===== src/rtl/lsu_pkg.sv =====
// Shared types and helpers for the load/store unit: FSM states, access-size
// encodings and the alignment check used when a request is accepted.
package lsu_pkg;

  typedef enum logic [1:0] {
    IDLE  = 2'd0,
    READ  = 2'd1,
    WRITE = 2'd2,
    RESP  = 2'd3
  } lsu_state_e;

  localparam logic [1:0] SIZE_B = 2'b00;
  localparam logic [1:0] SIZE_H = 2'b01;
  localparam logic [1:0] SIZE_W = 2'b10;

  // Size 11 is reserved and therefore never a legal access.
  function automatic logic misaligned(input logic [1:0] size, input logic [1:0] lo);
    case (size)
      SIZE_B:  misaligned = 1'b0;
      SIZE_H:  misaligned = lo[0];
      SIZE_W:  misaligned = (lo != 2'b00);
      default: misaligned = 1'b1;
    endcase
  endfunction

endpackage


===== src/rtl/lsu_mem_port_if.sv =====
// Core-side request/response bus plus the data-memory strobes of the LSU.
// Handshake: a request transfers on a rising edge where req_valid && req_ready;
// the requester holds all req_* stable until then. resp_valid is a one-cycle
// pulse with no backpressure; resp_rdata/resp_err are meaningful only with it.
interface lsu_mem_port_if #(parameter int ADDR_W = 16) ();

  logic              req_valid;
  logic              req_ready;
  logic              req_write;
  logic [1:0]        req_size;
  logic              req_signed;
  logic [ADDR_W-1:0] req_addr;
  logic [31:0]       req_wdata;

  logic              resp_valid;
  logic [31:0]       resp_rdata;
  logic              resp_err;

  logic [ADDR_W-1:0] mem_addr;
  logic [31:0]       mem_wdata;
  logic [31:0]       mem_rdata;
  logic              mem_read;
  logic              mem_write;

  modport slave (
    input  req_valid, req_write, req_size, req_signed, req_addr, req_wdata, mem_rdata,
    output req_ready, resp_valid, resp_rdata, resp_err,
           mem_addr, mem_wdata, mem_read, mem_write
  );

  modport master (
    output req_valid, req_write, req_size, req_signed, req_addr, req_wdata, mem_rdata,
    input  req_ready, resp_valid, resp_rdata, resp_err,
           mem_addr, mem_wdata, mem_read, mem_write
  );

endinterface


===== src/rtl/lsu_lane_merge.sv =====
// Little-endian lane logic: merges store data into an old word and extracts
// (zero/sign-extended) load data from a read word. Purely combinational.
module lsu_lane_merge
  import lsu_pkg::*;
(
  input  logic [31:0] old_word,
  input  logic [31:0] wdata,
  input  logic [31:0] rd_word,
  input  logic [1:0]  size,
  input  logic [1:0]  lo,
  input  logic        is_signed,
  output logic [31:0] new_word,
  output logic [31:0] load_data
);

  logic [7:0]  byte_v;
  logic [15:0] half_v;

  always_comb begin
    new_word = old_word;
    case (size)
      SIZE_B:  new_word[{lo, 3'b000} +: 8]     = wdata[7:0];
      SIZE_H:  new_word[{lo[1], 4'b0000} +: 16] = wdata[15:0];
      default: new_word = wdata;
    endcase
  end

  always_comb begin
    byte_v = rd_word[{lo, 3'b000} +: 8];
    half_v = rd_word[{lo[1], 4'b0000} +: 16];
    case (size)
      SIZE_B:  load_data = {{24{is_signed & byte_v[7]}}, byte_v};
      SIZE_H:  load_data = {{16{is_signed & half_v[15]}}, half_v};
      default: load_data = rd_word;
    endcase
  end

endmodule


===== src/rtl/lsu_mem_port.sv =====
// Load/store initiator for a word-wide data memory; sub-word stores use
// read-modify-write. Byte/halfword support is compiled in with LSU_SUBWORD_EN.
module lsu_mem_port
  import lsu_pkg::*;
#(
  parameter int ADDR_W = 16
)
(
  input  logic          clock,
  input  logic          rst,
  lsu_mem_port_if.slave bus,
  output lsu_state_e    dbg_state
);

  lsu_state_e        state, state_nx;
  logic [ADDR_W-3:0] waddr_q;
  logic [31:0]       wdata_q;
  logic [31:0]       rdata_q;
  logic              write_q;
  logic              err_q;
  logic              req_err;
  logic              accept;
  logic [31:0]       store_word;
  logic [31:0]       load_word;

  assign accept    = (state == IDLE) && bus.req_valid;
  assign dbg_state = state;

`ifdef LSU_SUBWORD_EN
  assign req_err = misaligned(bus.req_size, bus.req_addr[1:0]);
`else
  assign req_err = misaligned(bus.req_size, bus.req_addr[1:0]) || (bus.req_size != SIZE_W);
`endif

  always_ff @(posedge clock or negedge rst) begin
    if (!rst) state <= IDLE;
    else      state <= state_nx;
  end

  always_comb begin
    state_nx = state;
    case (state)
      IDLE: begin
        if (bus.req_valid) begin
          if (req_err)                                    state_nx = RESP;
          else if (bus.req_write && bus.req_size == SIZE_W) state_nx = WRITE;
          else                                            state_nx = READ;
        end
      end
`ifdef LSU_SUBWORD_EN
      READ:    state_nx = write_q ? WRITE : RESP;
`else
      READ:    state_nx = RESP;
`endif
      WRITE:   state_nx = RESP;
      RESP:    state_nx = IDLE;
      default: state_nx = IDLE;
    endcase
  end

  // rdata_q is cleared on accept so stores and errors respond with zero.
  always_ff @(posedge clock or negedge rst) begin
    if (!rst) begin
      waddr_q <= '0;
      wdata_q <= '0;
      rdata_q <= '0;
      write_q <= 1'b0;
      err_q   <= 1'b0;
    end else begin
      if (accept) begin
        waddr_q <= bus.req_addr[ADDR_W-1:2];
        wdata_q <= bus.req_wdata;
        rdata_q <= '0;
        write_q <= bus.req_write;
        err_q   <= req_err;
      end
      if (state == READ && !write_q) rdata_q <= load_word;
    end
  end

`ifdef LSU_SUBWORD_EN
  logic [1:0]  lo_q;
  logic [1:0]  size_q;
  logic        signed_q;
  logic [31:0] word_q;

  always_ff @(posedge clock or negedge rst) begin
    if (!rst) begin
      lo_q     <= '0;
      size_q   <= '0;
      signed_q <= 1'b0;
      word_q   <= '0;
    end else begin
      if (accept) begin
        lo_q     <= bus.req_addr[1:0];
        size_q   <= bus.req_size;
        signed_q <= bus.req_signed;
      end
      if (state == READ) word_q <= bus.mem_rdata;
    end
  end

  lsu_lane_merge u_lane_merge (
    .old_word  (word_q),
    .wdata     (wdata_q),
    .rd_word   (bus.mem_rdata),
    .size      (size_q),
    .lo        (lo_q),
    .is_signed (signed_q),
    .new_word  (store_word),
    .load_data (load_word)
  );
`else
  assign store_word = wdata_q;
  assign load_word  = bus.mem_rdata;
`endif

  always_comb begin
    bus.req_ready  = 1'b0;
    bus.mem_read   = 1'b0;
    bus.mem_write  = 1'b0;
    bus.mem_addr   = '0;
    bus.mem_wdata  = '0;
    bus.resp_valid = 1'b0;
    bus.resp_err   = 1'b0;
    bus.resp_rdata = '0;
    case (state)
      IDLE: bus.req_ready = 1'b1;
      READ: begin
        bus.mem_read = 1'b1;
        bus.mem_addr = {waddr_q, 2'b00};
      end
      WRITE: begin
        bus.mem_write = 1'b1;
        bus.mem_addr  = {waddr_q, 2'b00};
        bus.mem_wdata = store_word;
      end
      RESP: begin
        bus.resp_valid = 1'b1;
        bus.resp_err   = err_q;
        bus.resp_rdata = rdata_q;
      end
      default: ;
    endcase
  end

endmodule


===== src/flat_wrapper.sv =====
// flat-port wrapper written by rule: the top's interface ports become plain ports
module lsu_mem_port_flat import lsu_pkg::*;
#(
  parameter int ADDR_W = 16
)
  (clock, rst, dbg_state, bus_req_valid, bus_req_write, bus_req_size, bus_req_signed, bus_req_addr, bus_req_wdata, bus_mem_rdata, bus_req_ready, bus_resp_valid, bus_resp_rdata, bus_resp_err, bus_mem_addr, bus_mem_wdata, bus_mem_read, bus_mem_write);
  lsu_mem_port_if #(.ADDR_W(ADDR_W)) bus_i ();
  input  logic clock;
  input  logic rst;
  output lsu_state_e dbg_state;
  input wire logic [$bits(bus_i.req_valid)-1:0] bus_req_valid;
  input wire logic [$bits(bus_i.req_write)-1:0] bus_req_write;
  input wire logic [$bits(bus_i.req_size)-1:0] bus_req_size;
  input wire logic [$bits(bus_i.req_signed)-1:0] bus_req_signed;
  input wire logic [$bits(bus_i.req_addr)-1:0] bus_req_addr;
  input wire logic [$bits(bus_i.req_wdata)-1:0] bus_req_wdata;
  input wire logic [$bits(bus_i.mem_rdata)-1:0] bus_mem_rdata;
  output wire logic [$bits(bus_i.req_ready)-1:0] bus_req_ready;
  output wire logic [$bits(bus_i.resp_valid)-1:0] bus_resp_valid;
  output wire logic [$bits(bus_i.resp_rdata)-1:0] bus_resp_rdata;
  output wire logic [$bits(bus_i.resp_err)-1:0] bus_resp_err;
  output wire logic [$bits(bus_i.mem_addr)-1:0] bus_mem_addr;
  output wire logic [$bits(bus_i.mem_wdata)-1:0] bus_mem_wdata;
  output wire logic [$bits(bus_i.mem_read)-1:0] bus_mem_read;
  output wire logic [$bits(bus_i.mem_write)-1:0] bus_mem_write;
  assign bus_i.req_valid = bus_req_valid;
  assign bus_i.req_write = bus_req_write;
  assign bus_i.req_size = bus_req_size;
  assign bus_i.req_signed = bus_req_signed;
  assign bus_i.req_addr = bus_req_addr;
  assign bus_i.req_wdata = bus_req_wdata;
  assign bus_i.mem_rdata = bus_mem_rdata;
  assign bus_req_ready = bus_i.req_ready;
  assign bus_resp_valid = bus_i.resp_valid;
  assign bus_resp_rdata = bus_i.resp_rdata;
  assign bus_resp_err = bus_i.resp_err;
  assign bus_mem_addr = bus_i.mem_addr;
  assign bus_mem_wdata = bus_i.mem_wdata;
  assign bus_mem_read = bus_i.mem_read;
  assign bus_mem_write = bus_i.mem_write;
  lsu_mem_port #(.ADDR_W(ADDR_W)) u_core (.clock(clock), .rst(rst), .bus(bus_i), .dbg_state(dbg_state));
endmodule

===== config.mk =====
export PLATFORM = sky130hd
export DESIGN_NAME = lsu_mem_port_flat
export DESIGN_NICKNAME = d
export VERILOG_FILES = /design/src/rtl/lsu_pkg.sv /design/src/rtl/lsu_mem_port_if.sv /design/src/rtl/lsu_lane_merge.sv /design/src/rtl/lsu_mem_port.sv /design/src/flat_wrapper.sv
export SDC_FILE = /design/constraint.sdc
export NUM_CORES = 1
export LEC_CHECK = 0
export ABC_AREA = 1
export CAP_MARGIN = 20
export CORE_ASPECT_RATIO = 1.1
export CORE_MARGIN = 3
export CORE_UTILIZATION = 46
export DETAILED_ROUTE_END_ITERATION = 10
export GPL_ROUTABILITY_DRIVEN = 0
export PLACE_DENSITY = 0.87
export RECOVER_POWER = 100
export SETUP_SLACK_MARGIN = 0.3
export SYNTH_ARGS = -nofsm -noshare
export SYNTH_HDL_FRONTEND = slang
export SYNTH_SLANG_ARGS = --single-unit

===== constraint.sdc =====
create_clock -name clock -period 3.3 [get_ports clock]
set_input_delay 0.495 -clock clock [delete_from_list [all_inputs] [get_ports clock]]
set_output_delay 0.495 -clock clock [all_outputs]
set_load 0.05 [all_outputs]

==> results of run 1 <==
[cell type report]
class                      count  share of cell area [%]
sequential                    82                    35.4
clock buffer                  14                    2.81
multi-input combinational    338                    24.2
tap                          108                    2.33
inverter                      88                    5.70
clock inverter                 2                   0.604
timing repair buffer         178                    28.9
[registers in the layout (all words and copies together), names as in the netlist]
name               flops
u_core.dbg_state       2
u_core.err_q           1
u_core.rdata_q        32
u_core.store_word     32
u_core.waddr_q        14
u_core.write_q         1
[timing repair]
item                                    in CTS  in global routing
pin swaps                                    0                  0
endpoints found under the setup margin       8                 15
hold buffers                                 0                  1
gates resized for setup                      1                 15
endpoints found under the hold margin        0                  8
buffers inserted                             0                  0
[metrics by stage]
step | hold WS (ps) | total power, mW | worst slack [ps] | cells | area, um2
floorplan | 199 | 4.11 | 783 | 541 | 3960
global placement | 462 | 5.11 | 707 | 792 | 5670
detailed placement | 466 | 5.23 | 614 | 792 | 5670
CTS | 378 | 5.98 | 353 | 808 | 5870
global route | 502 | 6.15 | 233 | 810 | 5800
finish | 484 | 5.75 | 331 | 810 | 5800
[routing by layer]
| metal | share of wire [%] | vias to the layer above | GRT usage [%] | routed length [um] |
|---|---|---|---|---|
| met3 | 9.4 | 6 | 6.37 | 1020 |
| met4 | 0.73 | 0 | 5.22 | 80 |
| met5 | 0 | - | 0 | 0 |
| met1 | 40 | 1822 | 28.4 | 4350 |
| met2 | 50 | 180 | 38.8 | 5460 |
| li1 | - | 1891 | - | - |
[cell usage after synthesis]
library cell	n
a31oi_1	1
inv_1	87
nand3_1	66
o21ai_0	2
conb_1	1
dfrtp_1	82
buf_6	2
nor2_1	5
inv_2	1
buf_1	5
a21oi_1	2
nand2_1	254
clkbuf_1	9
buf_4	3
ha_1	5
nand2_2	1
buf_2	14
[worst paths after layout]
kind                                           start               endpoint
worst max-delay path             u_core.dbg_state[0]      bus_mem_wdata[19]
worst min-delay path            u_core.store_word[6]   u_core.store_word[6]
min in group asynchronous                        rst  u_core.store_word[12]
worst max register to register   u_core.dbg_state[0]  u_core.store_word[22]
max in group asynchronous                        rst   u_core.store_word[7]
worst min register to register  u_core.store_word[6]   u_core.store_word[6]
[critical path: stages, from the launching register on]
cell           delay, ps
dfrtp_1              430
inv_1                130
ha_1                 160
buf_4                330
nand2_1              110
inv_1                 80
dlygate4sd3_1        870
[kinds of logic after synthesis]
family | count (synthesis) | synth area share, %
AOI/OAI and AO/OA | 5 | 0.665
adders and majority gates | 5 | 1.58
buffers and inverters | 121 | 12.6
DFF | 82 | 51.9
other | 1 | 0.0949
and+or+nand+nor | 326 | 33.1
[power by group]
part	internal, mW	switching [mW]	total, mW
clock network	0.392	0.336	0.728
registers	1.44	0.250	1.70
logic	0.930	2.39	3.32
total	2.77	2.98	5.75
[placed cells by master, fill, tap and decap left out, drive strengths merged]
cell type,n
nand2,255
buf,5
bufinv,1
ha,5
nor2,5
dfrtp,82
clkdlybuf4s50,84
clkinv,1
o21ai,2
a31oi,1
inv,88
conb,2
dlygate4sd3,71
a21oi,2
nand3,66
clkbuf,32
==> results.ini, run 1 <==
[synthesis]
syn_area_per_cell_um2 = 7.32
ys_warn_count = 0
yosysTopAreaCell = dfrtp_1
synth_top_area_share_pct = 51.9
ys_types = 17
synth-seq-cells = 82
syn-cell-area_mm2 = 0.00395
syn_inst = 540
synth.top_cells.by_area = dfrtp_1, nand2_1, nand3_1
yosysSeqAreaShare_pct = 51.9

[timing]
finalCritPeriodShare_pct = 90.0
worst_slew_pin_slew_ps = 1580
hold_viol_final = 0
setup_tns_ps = 0
max_slew_margin_pct = -5.47
rsz0062_at_grt = false
clock.fmax_mhz = 337
final_max_slew_viol_count = 81
fin_crit_ps = 2970
setup_viol = 0
finalClockSkew_ps = 10.9

[global_routing]
antenna_found_initial = 0
grt_usage_pct = 22.5
grt_overflow = 0
grt_pass1_wl_um = 17600
grt_pass1_vias = 3853
grt_max_degree = 83

[run]
cap_violations = 1

[drt]
num_vias = 3899
ant_nets = 0
wl_um = 10900
drc = 0
drt-vias-per-instance = 4.81
drt_iter0_drc = 204
avgRoutedWirePerCell_um = 13.5
first_pass_iters = 4

[floorplan]
rows = 34
core_mm2 = 0.00813
start_util_pct = 48.6
die-area_mm2 = 0.00974
io_pins = 174
die_h_um = 103
die_w_um = 94.4

[clocking]
cts_sinks = 82
clk_pin_slew_worst_paths_ps = 80
cts_tree = done
cts_buffer_depth = 2
cts-buffers-inserted = 9
htreeDepth = 3
clock_latency_ps = 330
cts_root_buf = clkbuf_8

[finish]
final_nets = 789
layout-drive-gt1-share_pct = 2.85
insertedDiodeCount = 0
syn_to_final_growth_pct = 46.7
multi_input_area_mm2 = 0.00141
fillers = 661
final_util_pct = 71.4
regArea_mm2 = 0.00205

[worst_setup_path]
start_kind = flop
crit_type = flop to primary output
regToRegSetupSlack_ps = 770
cp_data_arrival_time_ps = 2470
crit_fanout = 33
crit_required_ps = 2800
reg2reg_depth = 7
endpoint_kind = primary output

[pwr]
power_density_mw_per_mm2 = 991
p_leak_nw = 3.56
ir_worst_vdd_uv = 544

[hold_path]
hold_path.class = flop to flop
min_path_cells = 2

[status]
status = finished with violations
violations = max-capacitance violations, max-slew violations

[placed_design]
place_hpwl_um = 7660
io_buffers = 170

(Power assumes the default switching activity.)
==> inputs of run 2 (changes only) <==
--- a/config.mk
+++ b/config.mk
@@ -9,10 +9,10 @@
 export CAP_MARGIN = 20
 export CORE_ASPECT_RATIO = 1.1
 export CORE_MARGIN = 3
-export CORE_UTILIZATION = 46
+export CORE_UTILIZATION = 40
 export DETAILED_ROUTE_END_ITERATION = 10
 export GPL_ROUTABILITY_DRIVEN = 0
-export PLACE_DENSITY = 0.87
+export PLACE_DENSITY = 0.77
 export RECOVER_POWER = 100
 export SETUP_SLACK_MARGIN = 0.3
 export SYNTH_ARGS = -nofsm -noshare
==> run 2 against run 1 <==
Compared with the run above: the flow still finishes with violations (max-capacitance violations, max-slew violations); total power is 2.8% lower; fmax is 1.1% higher; largest cell class unchanged; highest routed layer unchanged; core utilization down 12 points; critical path depth fell by 1; non-clock buffer count shrank 1; sequential power about the same; first-iteration DRC count down 24%; sequential share of layout area up 1.0 points; register-to-register slack better by 140 ps; cell count increased by 0.99%; largest power group unchanged.
==> results.ini, run 2 (synthesis results as in run 1) <==
[clocking]
cts_buffer_depth = 2  ; unchanged
clk_pin_slew_worst_paths_ps = 80  ; about the same
htreeDepth = 3  ; unchanged
cts_tree = done  ; unchanged
clock_latency_ps = 340  ; was 330 ps
cts_sinks = 82  ; unchanged
cts_root_buf = clkbuf_8  ; unchanged
cts-buffers-inserted = 9  ; unchanged
ctsHoldBuffers = 0  ; unchanged

[floorplan]
die-area_mm2 = 0.0111  ; was 0.00974 mm2
io_pins = 174  ; unchanged
start_util_pct = 41.6  ; was 48.6%
core_mm2 = 0.00949  ; was 0.00813 mm2
rows = 37  ; was 34
die_h_um = 110  ; was 103 um
die_w_um = 101  ; was 94.4 um

[pwr]
ir_worst_vdd_uv = 529  ; was 544 uV
power_density_mw_per_mm2 = 991  ; about the same
p_leak_nw = 3.43  ; was 3.56 nW

[worst_setup_path]
r2r_end = u_core.write_q  ; was u_core.store_word[22]
crit_fanout = 15  ; was 33
start_kind = flop  ; unchanged
worstPathCellList = inv_1, ha_2, nand2_1, inv_1, dlygate4sd3_1  ; was inv_1, ha_1, buf_4, nand2_1, inv_1, dlygate4sd3_1
cp_common_cell = inv_1  ; unchanged
cpPeakStageDelay_ps = 880  ; was 870 ps
cpMaxStageDelayCell = dlygate4sd3_1  ; unchanged
reg2reg_depth = 5  ; was 7
regToRegSetupSlack_ps = 910  ; was 770 ps
r2r_start = u_core.dbg_state[0]  ; unchanged
crit_required_ps = 2800  ; about the same
crit_type = flop to primary output  ; unchanged
cp_data_arrival_time_ps = 2440  ; was 2470 ps
endpoint_kind = primary output  ; unchanged

[drt]
drt-vias-per-instance = 4.75  ; was 4.81
wl_um = 10800  ; was 10900 um
first_pass_iters = 5  ; was 4
drc = 0  ; unchanged
avgRoutedWirePerCell_um = 13.2  ; was 13.5 um
ant_nets = 0  ; unchanged
num_vias = 3886  ; was 3899
drt_iter0_drc = 155  ; was 204

[finish]
multi_input_area_mm2 = 0.00141  ; unchanged
fillers = 890  ; was 661
layout.cells.non_filler = 818  ; was 810
mostFrequentLayoutCells = nand2_1, inv_1, clkdlybuf4s50_1  ; unchanged
layout_commonest_cell = nand2_1  ; unchanged
layout-drive-gt1-share_pct = 3.00  ; was 2.85%
insertedDiodeCount = 0  ; unchanged
final_nets = 788  ; was 789
syn_to_final_growth_pct = 42.6  ; was 46.7%
regArea_mm2 = 0.00205  ; unchanged

[timing]
final_max_slew_viol_count = 123  ; was 81
hold_viol_final = 0  ; unchanged
max_slew_margin_pct = -55.4  ; was -5.47%
finalClockSkew_ps = 5.63  ; was 10.9 ps
fin_crit_ps = 2940  ; was 2970 ps
finalCritPeriodShare_pct = 89.0  ; was 90.0%
worst_slew_pin_slew_ps = 2330  ; was 1580 ps
postLayoutSetupSlackWorst_ps = 364  ; was 331 ps
setup_viol = 0  ; unchanged
clock.fmax_mhz = 341  ; was 337 MHz
setup_tns_ps = 0  ; unchanged
rsz0062_at_grt = false  ; unchanged

[placed_design]
post-place-cells = 801  ; was 792
dp_slack_ps = 585  ; was 614 ps
place_hpwl_um = 7560  ; was 7660 um
io_buffers = 170  ; unchanged

[hold_path]
hold_path.class = flop to flop  ; unchanged
worstHoldStart = u_core.store_word[1]  ; was u_core.store_word[6]
min_to = u_core.store_word[1]  ; was u_core.store_word[6]
min_path_cells = 2  ; unchanged

[global_routing]
grt_pass1_wl_um = 17000  ; was 17600 um
antenna_found_initial = 0  ; unchanged
grt_overflow = 0  ; unchanged
grt_pass1_vias = 3659  ; was 3853
grt_usage_pct = 19.2  ; was 22.5%
grt_max_degree = 83  ; unchanged

[status]
status = finished with violations  ; unchanged
violations = max-capacitance violations, max-slew violations  ; unchanged

[run]
cap_violations = 2  ; was 1

[run 2: cell types whose count changed in the layout (fill, tap and decap cells not counted), sizes merged]
cell,delta
clkinv,+1
clkbuf,+23
dlygate4sd3,-24
bufinv,-1
[run 2: where the power goes]
group          switching [mW]  internal (mW)
logic                    2.39          0.842
clock network           0.333          0.334
registers               0.240           1.44
[run 2: layout make-up]
class	count	area share (%)
Clock buffer	14	3.07
Clock inverter	2	0.178
Inverter	88	5.86
Multi-Input combinational cell	338	24.9
Sequential cell	82	36.4
Tap cell	117	2.60
Timing Repair Buffer	177	26.9
[run 2: through the flow]
step,power (mW),area [um2],utilization (%),hold slack [ps]
final,5.58,5630,59.4,482
after floorplan,4.11,3960,-,199
after global routing,6.00,5630,59.4,505
after CTS,5.93,5860,61.8,359
after global placement,5.15,5680,59.8,462
after detailed placement,5.24,5680,59.8,465
[run 2: timing repair]
action	in CTS	in global routing
gates resized for setup	1	38
setup endpoints to repair	14	38
buffers inserted	0	0
[run 2: worst max-delay path: cells and delay by family, from the launching register on]
family	cells	cell delay, ps
buffers and inverters	3	1040
AND/OR/NAND/NOR	1	80
adder cells (fa/ha/maj)	1	550
flip-flops	1	420
[run 2: metal layers]
layer	up-vias	GRT usage (%)	wire, um
met5	-	0	0
met4	0	6.74	102
met3	11	7.49	1220
met2	166	30.7	5200
met1	1821	23.8	4270
li1	1888	-	-
[run 2: worst max path at each step]
stage,slack (ps),startpoint,to
3_5_place_dp,590,u_core.dbg_state[1],bus_mem_addr[6]
6_report,360,u_core.dbg_state[1],bus_mem_addr[15]
2_1_floorplan,780,u_core.dbg_state[1],bus_resp_rdata[10]
4_1_cts,350,u_core.dbg_state[1],bus_mem_addr[6]
3_3_place_gp,630,u_core.dbg_state[0],bus_mem_addr[4]
5_1_grt,240,u_core.dbg_state[1],bus_resp_rdata[30]
==> inputs of run 3 (changes only) <==
--- a/config.mk
+++ b/config.mk
@@ -13,7 +13,6 @@
 export DETAILED_ROUTE_END_ITERATION = 10
 export GPL_ROUTABILITY_DRIVEN = 0
 export PLACE_DENSITY = 0.77
-export RECOVER_POWER = 100
 export SETUP_SLACK_MARGIN = 0.3
 export SYNTH_ARGS = -nofsm -noshare
 export SYNTH_HDL_FRONTEND = slang
==> run 3 against run 2 <==
Compared with the run above: the flow now finishes without violations; via count is 0.39% higher; hold slack worse by 340 ps; register-to-register slack better by 170 ps; die area stayed put; global-route usage stayed put; count of clock-buffer cells in the layout stayed put.
==> results.ini, run 3 (synthesis results as in run 1) <==
[status]
status = complete, no violations  ; was finished with violations

[placed_design]
dp_slack_ps = 585  ; unchanged
place_area_mm2 = 0.00568  ; unchanged
io_buffers = 170  ; unchanged
post-place-cells = 801  ; unchanged
place_hpwl_um = 7560  ; unchanged

[timing]
postLayoutSetupSlackWorst_ps = 432  ; was 364 ps
finalCritPeriodShare_pct = 86.9  ; was 89.0%
fin_crit_ps = 2870  ; was 2940 ps
max_slew_margin_pct = 31.2  ; was -55.4%
whs_ps = 138  ; was 482 ps
final_max_slew_viol_count = 0  ; was 123
clock.fmax_mhz = 349  ; was 341 MHz
setup_viol = 0  ; unchanged
setup_tns_ps = 0  ; unchanged
hold_viol_final = 0  ; unchanged
rsz0062_at_grt = false  ; unchanged
finalClockSkew_ps = 4.71  ; was 5.63 ps
worst_slew_pin_slew_ps = 1030  ; was 2330 ps

[floorplan]
die-area_mm2 = 0.0111  ; unchanged
core_mm2 = 0.00949  ; unchanged
die_w_um = 101  ; unchanged
rows = 37  ; unchanged
start_util_pct = 41.6  ; unchanged
die_h_um = 110  ; unchanged
io_pins = 174  ; unchanged

[clocking]
cts_sinks = 82  ; unchanged
htreeDepth = 3  ; unchanged
ctsHoldBuffers = 0  ; unchanged
cts-buffers-inserted = 9  ; unchanged
cts_root_buf = clkbuf_8  ; unchanged
cts_buffer_depth = 2  ; unchanged
cts_tree = done  ; unchanged
clock_latency_ps = 340  ; about the same
clk_pin_slew_worst_paths_ps = 80  ; about the same

[drt]
first_pass_iters = 5  ; unchanged
wl_met3_um = 1290  ; was 1220 um
drt_iter0_drc = 167  ; was 155
drc = 0  ; unchanged
avgRoutedWirePerCell_um = 13.1  ; was 13.2 um
wl_um = 10700  ; was 10800 um
drt-vias-per-instance = 4.77  ; was 4.75
top_layer = met4  ; unchanged
wl_met1_um = 4240  ; was 4270 um
ant_nets = 0  ; unchanged
num_vias = 3901  ; was 3886
wl_met2_um = 5140  ; was 5200 um

[finish]
layout-drive-gt1-share_pct = 3.57  ; was 3.00%
final_area_mm2 = 0.00598  ; was 0.00563 mm2
final_util_pct = 63.0  ; was 59.4%
mostFrequentLayoutCells = nand2_1, clkdlybuf4s50_1, inv_1  ; was nand2_1, inv_1, clkdlybuf4s50_1
final_nets = 788  ; unchanged
regArea_mm2 = 0.00205  ; unchanged
multi_input_area_mm2 = 0.00141  ; about the same
fillers = 810  ; was 890
syn_to_final_growth_pct = 51.3  ; was 42.6%
insertedDiodeCount = 0  ; unchanged
layout_commonest_cell = nand2_1  ; unchanged
layout.cells.non_filler = 818  ; unchanged

[pwr]
p_leak_nw = 4.03  ; was 3.43 nW
ir_worst_vdd_uv = 598  ; was 529 uV
power_density_mw_per_mm2 = 975  ; was 991 mW/mm2
power_frac_comb_pct = 59.7  ; was 57.9%
p_sw_share_pct = 50.7  ; was 53.1%
switchingPower_mw = 2.96  ; about the same
internal-power_mw = 2.87  ; was 2.62 mW
clkPwrFrac_pct = 11.4  ; was 12.0%
pwr-share-seq_pct = 28.9  ; was 30.2%
p_total_mw = 5.83  ; was 5.58 mW

[worst_setup_path]
crit_fanout = 15  ; unchanged
cp_data_arrival_time_ps = 2370  ; was 2440 ps
crit_type = flop to primary output  ; unchanged
endpoint_kind = primary output  ; unchanged
crit_required_ps = 2800  ; about the same
start_kind = flop  ; unchanged

[global_routing]
grt_max_degree = 83  ; unchanged
grt_usage_pct = 19.2  ; unchanged
grt_pass1_vias = 3659  ; unchanged
antenna_found_initial = 0  ; unchanged
grt_overflow = 0  ; unchanged
grt_pass1_wl_um = 17000  ; unchanged

[hold_path]
hold_path.class = input port to async pin  ; was flop to flop

[run]
cap_violations = 0  ; was 2

==> run 3: cell types whose count changed in the layout (fill, tap and decap cells not counted), sizes merged <==
cell / before / now
clkdlybuf4s50: 84 / 131
clkbuf: 55 / 14
dlygate4sd3: 47 / 0
dlymetal6s2s: 0 / 38
buf: 5 / 8
==> run 3: per-layer routing <==
metal / vias up / track usage, %
met4: 0 / 6.74
met1: 1825 / 23.8
met2: 180 / 30.7
met5: - / 0
li1: 1886 / -
met3: 10 / 7.49
==> run 3: power groups by stage <==
stage | Sequential, mW | Clock, mW | Combinational, mW
3_3_place_gp | 1.68 | 0 | 3.47
5_1_grt | 1.73 | 0.737 | 3.79
4_1_cts | 1.68 | 0.693 | 3.55
2_1_floorplan | 1.68 | 0 | 2.42
3_5_place_dp | 1.70 | 0 | 3.54
6_report | 1.68 | 0.666 | 3.48
==> run 3: layout make-up <==
type                    count  area share (%)
clock buffers              14            2.89
clock inverters             2           0.167
inverters                  88            5.53
multi-input cells         338            23.5
flip-flops and latches     82            34.3
well taps                 117            2.45
repair buffers            177            31.1
==> run 3: worst max-delay path, stage by stage (launching register included) <==
cell	delay, ps
dfrtp_1	430
inv_1	100
ha_2	550
nand2_1	80
inv_1	60
clkdlybuf4s50_1	800
==> run 3: what timing repair did <==
item	CTS	global route
resized for setup	1	38
endpoints found under the hold margin	0	0
setup endpoints to repair	14	38
cloned	0	0
setup buffers	0	0
==> run 3: final timing paths <==
check / depth (start not counted) / slack [ps] / startpoint / endpoint
setup reg to reg: 6 / 1080 / u_core.dbg_state[1] / u_core.rdata_q[10]
hold / removal: 1 / 140 / rst / u_core.rdata_q[0]
hold reg to reg: 2 / 480 / u_core.store_word[22] / u_core.store_word[22]
setup / recovery: 5 / 430 / u_core.dbg_state[1] / bus_mem_addr[15]
min in group clock: 2 / 480 / u_core.store_word[22] / u_core.store_word[22]
max in group asynchronous: 2 / 2560 / rst / u_core.waddr_q[4]
==> edit 1 (config.mk and constraints of run 1) <==
Put one more register stage on the output `dbg_state`, without a reset. The value now appears one clock later. The other outputs are not delayed to match.
--- a/src/rtl/lsu_mem_port.sv
+++ b/src/rtl/lsu_mem_port.sv
@@ -24,7 +24,9 @@
   logic [31:0]       load_word;
 
   assign accept    = (state == IDLE) && bus.req_valid;
-  assign dbg_state = state;
+  always_ff @(posedge clock) begin
+    dbg_state <= state;
+  end
 
 `ifdef LSU_SUBWORD_EN
   assign req_err = misaligned(bus.req_size, bus.req_addr[1:0]);
Check against the original RTL: not equivalent (Yosys sat finds a counterexample within 4 cycles, from zero or initial values and one cycle with rst low).
==> edit 1 against run 1 <==
The flow still finishes with violations (max-capacitance violations, max-slew violations); core utilization shrank 2.1 points; synthesized area increased by 1.0%; critical path depth unchanged; sequential cell count rose by 2; global-route usage shrank 0.33 points; first-iteration DRC count down 27%; wire length about the same; power is 1.3% higher; cell area increased by 0.45%; worst setup slack got worse by 0.0051 ns; register-to-register slack improved by 0.16 ns; critical path type unchanged; highest routed layer unchanged.
==> edit 1: results (changes against run 1) <==
[run_status]
status=finished with violations
violations=max-capacitance violations, max-slew violations

[drt]
wl_met3_um=1222  ; +19%
wl_um=10900  ; about the same
met1_length_um=4310  ; -0.92%
drtPass1Iterations=5  ; +1
wl_met2_um=5146  ; -5.7%
routed_via_density=4.850  ; +0.76%
drt_iter0_markers=148  ; -27%

[flow_run]
drv_cap=1  ; unchanged

[final_layout]
fin_nets=790  ; +0.13%
drive_gt1_share_pct=2.991  ; +0.14 points
final_cell_count_no_fill=813  ; +0.37%

[yosys]
synth_compound_gate_area_share_pct=0.6583  ; -0.0067 points
async_flop_share_pct=97.62  ; -2.4 points
postSynthCellCount=542  ; +0.37%
yosysSeqAreaShare_pct=52.41  ; +0.48 points
synth_fa_ha_area_share_pct=1.567  ; -0.016 points
synth_cell_types=18  ; +1
netlist_top_cells_area=dfrtp_1 (51%), nand2_1 (24%), nand3_1 (8.3%)
synth_ff_type=dfrtp_1

[global_route]
met2_usage_pct=35.26  ; -3.5 points
grt_usage_pct=22.20  ; -0.33 points
grt_pass1_wl_um=17560  ; -0.35%
met3_usage_pct=7.988  ; +1.6 points
grt_pass1_vias=3735  ; -3.1%
grt_util_met1_pct=27.40  ; -1.0 points

[place]
dpl_cell_area_mm2=0.005703  ; +0.64%
detailedPlace.worstSlack_ns=0.5943  ; -0.02000 ns
place_inst=796  ; +0.51%
dp_hpwl_um=7436  ; -3.0%
port_buffers=170  ; unchanged

[sta]
fin_skew_ns=0.009594  ; -0.001317 ns
fin_hold_ws_ns=0.4741  ; -0.01035 ns
fmax_mhz=336.2  ; -0.17%
final_max_slew_viol_count=81  ; unchanged
tightest_slew_ns=1.537  ; -0.04459 ns

[worst_setup_path]
reg2reg_depth=6  ; -1
r2r_slack_ns=0.93  ; +0.16 ns
worstReg2RegEnd=u_core.rdata_q[29]$_DFFE_PN0P_
crit_end=bus_mem_wdata[18]
crit_start=u_core.state[0]$_DFFE_PN0P_

[worst_hold_path]
holdPathStages=0  ; -2
whs_endpoint=u_core.dbg_state[1]$_DFF_P_
hp-start=u_core.state[1]$_DFFE_PN0P_

[pwr]
pg_comb_w=0.00327  ; -2%
p_seq_w=0.00174  ; +2%
p_comb_share_pct=56.3  ; -1.5 points
swShare_pct=51.50  ; -0.35 points
peakVddDrop_uv=544.2  ; +0.12%
leakage_nw=3.565  ; about the same

[cts]
htree_levels=3  ; unchanged
cts_buffers=9  ; unchanged
worstSkewPairLatency_ns=0.35  ; +0.02 ns

[edit 1: cell types whose count changed after synthesis, sizes merged]
cell   delta
dfxtp     +2
[edit 1: final cells by class]
type | instances | area [µm²]
Clock buffer | 11 | 141.4
Multi-Input combinational cell | 338 | 1405
Sequential cell | 84 | 2092
Clock inverter | 4 | 73.82
Inverter | 88 | 330.3
Timing Repair Buffer | 177 | 1643
Fill cell | 646 | 2584
Tap cell | 111 | 138.9
[edit 1: cells by family (layout without fill, tap and decap cells)]
kind of cell	after synthesis	in the layout
AND/OR/NAND/NOR	326	326
adder cells (fa/ha/maj)	5	5
buffers and inverters	121	280
flip-flops	84	84
other	1	2
AO/OA/AOI/OAI	5	5
[edit 1: critical path: stages (launching register included)]
cell	delay, ns
dfrtp_1	0.44
inv_1	0.14
ha_1	0.17
buf_4	0.32
nand2_1	0.11
inv_1	0.08
dlygate4sd3_1	0.87
==> edit 2 (settings of run 1) <==
Made on the original files. Add a define of `LSU_SUBWORD_EN`.
--- a/src/rtl/lsu_mem_port.sv
+++ b/src/rtl/lsu_mem_port.sv
@@ -1,5 +1,7 @@
 // Load/store initiator for a word-wide data memory; sub-word stores use
 // read-modify-write. Byte/halfword support is compiled in with LSU_SUBWORD_EN.
+`define LSU_SUBWORD_EN
+
 module lsu_mem_port
   import lsu_pkg::*;
 #(
Check against the original RTL: not equivalent (a bounded check fails within 4 cycles, from zero or initial values and one cycle with rst low).
==> edit 2 against run 1 <==
The run still ends with max-capacitance violations, max-slew violations left; largest power group unchanged; critical path depth up 2; wire length up 100%; critical path type unchanged; worst hold slack worse by 0.069 ns; worst setup slack worse by 0.053 ns; synthesized area up 75%; sequential cell count up 37; power up 83%; cell area up 65%.
==> edit 2: results (changes against run 1) <==
[run_status]
status=finished with violations
violations=max-capacitance violations, max-slew violations

[flow_run]
drv_cap=2  ; +1

[final_layout]
drive_gt1_share_pct=9.580  ; +6.7 points
final_area_mm2=0.009580  ; +65%
final_cell_count_no_fill=1382  ; +71%

[sta]
tightest_slew_ns=2.063  ; +0.4805 ns
fin_skew_ns=0.007580  ; -0.003331 ns
final_max_slew_viol_count=82  ; +1.2%
fmax_mhz=330.9  ; -1.8%

[place]
place_inst=1346  ; +70%
detailedPlace.worstSlack_ns=0.6885  ; +0.07419 ns
dp_hpwl_um=15710  ; +100%
port_buffers=171  ; +0.59%

[worst_hold_path]
hp-class=in2async

[drt]
drt_iter0_markers=737  ; +260%
top_layer=met5
wl_met3_um=2288  ; +120%
wl_per_cell_um=15.83  ; +17%
met1_length_um=8718  ; +100%
wl_met2_um=9939  ; +82%
vias=7372  ; +89%

[yosys]
yosysSeqAreaShare_pct=42.99  ; -8.9 points
ys_warn_count=0  ; unchanged
synthTopCellsByCount=nand2_1 (429), dfrtp_1 (119), inv_1 (111), nor2_1 (87), o21ai_0 (87)
postSynthCellCount=1026  ; +90%
synth_cell_types=29  ; +12
netlist_top_cells_area=dfrtp_1 (43%), nand2_1 (23%), o21ai_0 (6.3%)
async_flop_share_pct=100.0  ; unchanged

[worst_setup_path]
cpPeakStageDelay_ns=0.49  ; -0.38 ns
slowest_stage=clkbuf_1
crit_arrival_ns=2.53  ; +0.06 ns
cp_max_fo=14  ; -58%
crit_start=u_core.lo_q[1]$_DFFE_PN0P_
crit_end=bus_mem_wdata[28]
timing.rr.start=u_core.dbg_state[1]$_DFFE_PN0P_
worstReg2RegEnd=u_core.rdata_q[1]$_DFFE_PN0P_
reg2reg_depth=10  ; +3

[pwr]
peakVddDrop_uv=673.2  ; +24%
internal_power_w=0.005212  ; +88%
leakage_nw=5.040  ; +41%

[global_route]
grt_max_degree=66  ; -20%
grt_util_met1_pct=35.89  ; +7.5 points
met3_usage_pct=5.656  ; -0.71 points
grt_pass1_vias=6838  ; +77%
grt_usage_pct=26.51  ; +4.0 points
grt_pass1_wl_um=34590  ; +96%

[cts]
cts_buffers=17  ; +8
htree_levels=4  ; +1
worstSkewPairLatency_ns=0.42  ; +0.09 ns
clk_pin_slew_ns=0.06  ; -0.02 ns

## edit 2: cell families (layout without fill, tap and decap cells)
kind of cell    after synthesis  in the layout  share of synthesized area (%)
simple gates                564            564                          32.28
buf+inv                     172            335                          10.15
compound gates              161            161                          12.90
flops                       119            119                          42.99
fa+ha+maj                     9              9                          1.626
other cells                   1              2                        0.05414
## edit 2: area by class of cell
type / instances / area (µm²)
well taps: 192 / 240.2
repair buffers: 188 / 2014
clock inverters: 14 / 162.7
inverters: 114 / 449.2
clock buffers: 18 / 439.2
multi-input cells: 736 / 3289
repair inverters: 1 / 7.507
flip-flops and latches: 119 / 2978
fillers: 1210 / 4981
## edit 2: repair_timing
item                                    in CTS  in global routing
endpoints found under the setup margin      12                 43
cloned                                       0                  1
setup buffers                                0                  3
hold buffers                                 0                  0
pin swaps                                    0                  2
resized for setup                            5                 23
## edit 2: worst min-delay path by stage
stage	slack [ns]	from	endpoint
finish	0.42	rst	u_core.wdata_q[19]$_DFFE_PN0P_
global route	0.49	u_core.waddr_q[11]$_DFFE_PN0P_	u_core.waddr_q[11]$_DFFE_PN0P_
CTS	0.18	rst	u_core.wdata_q[19]$_DFFE_PN0P_
detailed placement	0.47	u_core.waddr_q[10]$_DFFE_PN0P_	u_core.waddr_q[10]$_DFFE_PN0P_
global placement	0.46	u_core.waddr_q[3]$_DFFE_PN0P_	u_core.waddr_q[3]$_DFFE_PN0P_
floorplan	0.20	rst	u_core.dbg_state[0]$_DFFE_PN0P_
## edit 2: power groups by stage
stage | registers (W) | clock network, W | logic, W
after global placement | 0.00258 | 0 | 0.00583
after CTS | 0.00259 | 0.00189 | 0.00595
after global routing | 0.00268 | 0.00196 | 0.00652
final | 0.00263 | 0.00189 | 0.00599
after floorplan | 0.00250 | 0 | 0.00408
after detailed placement | 0.00260 | 0 | 0.00592
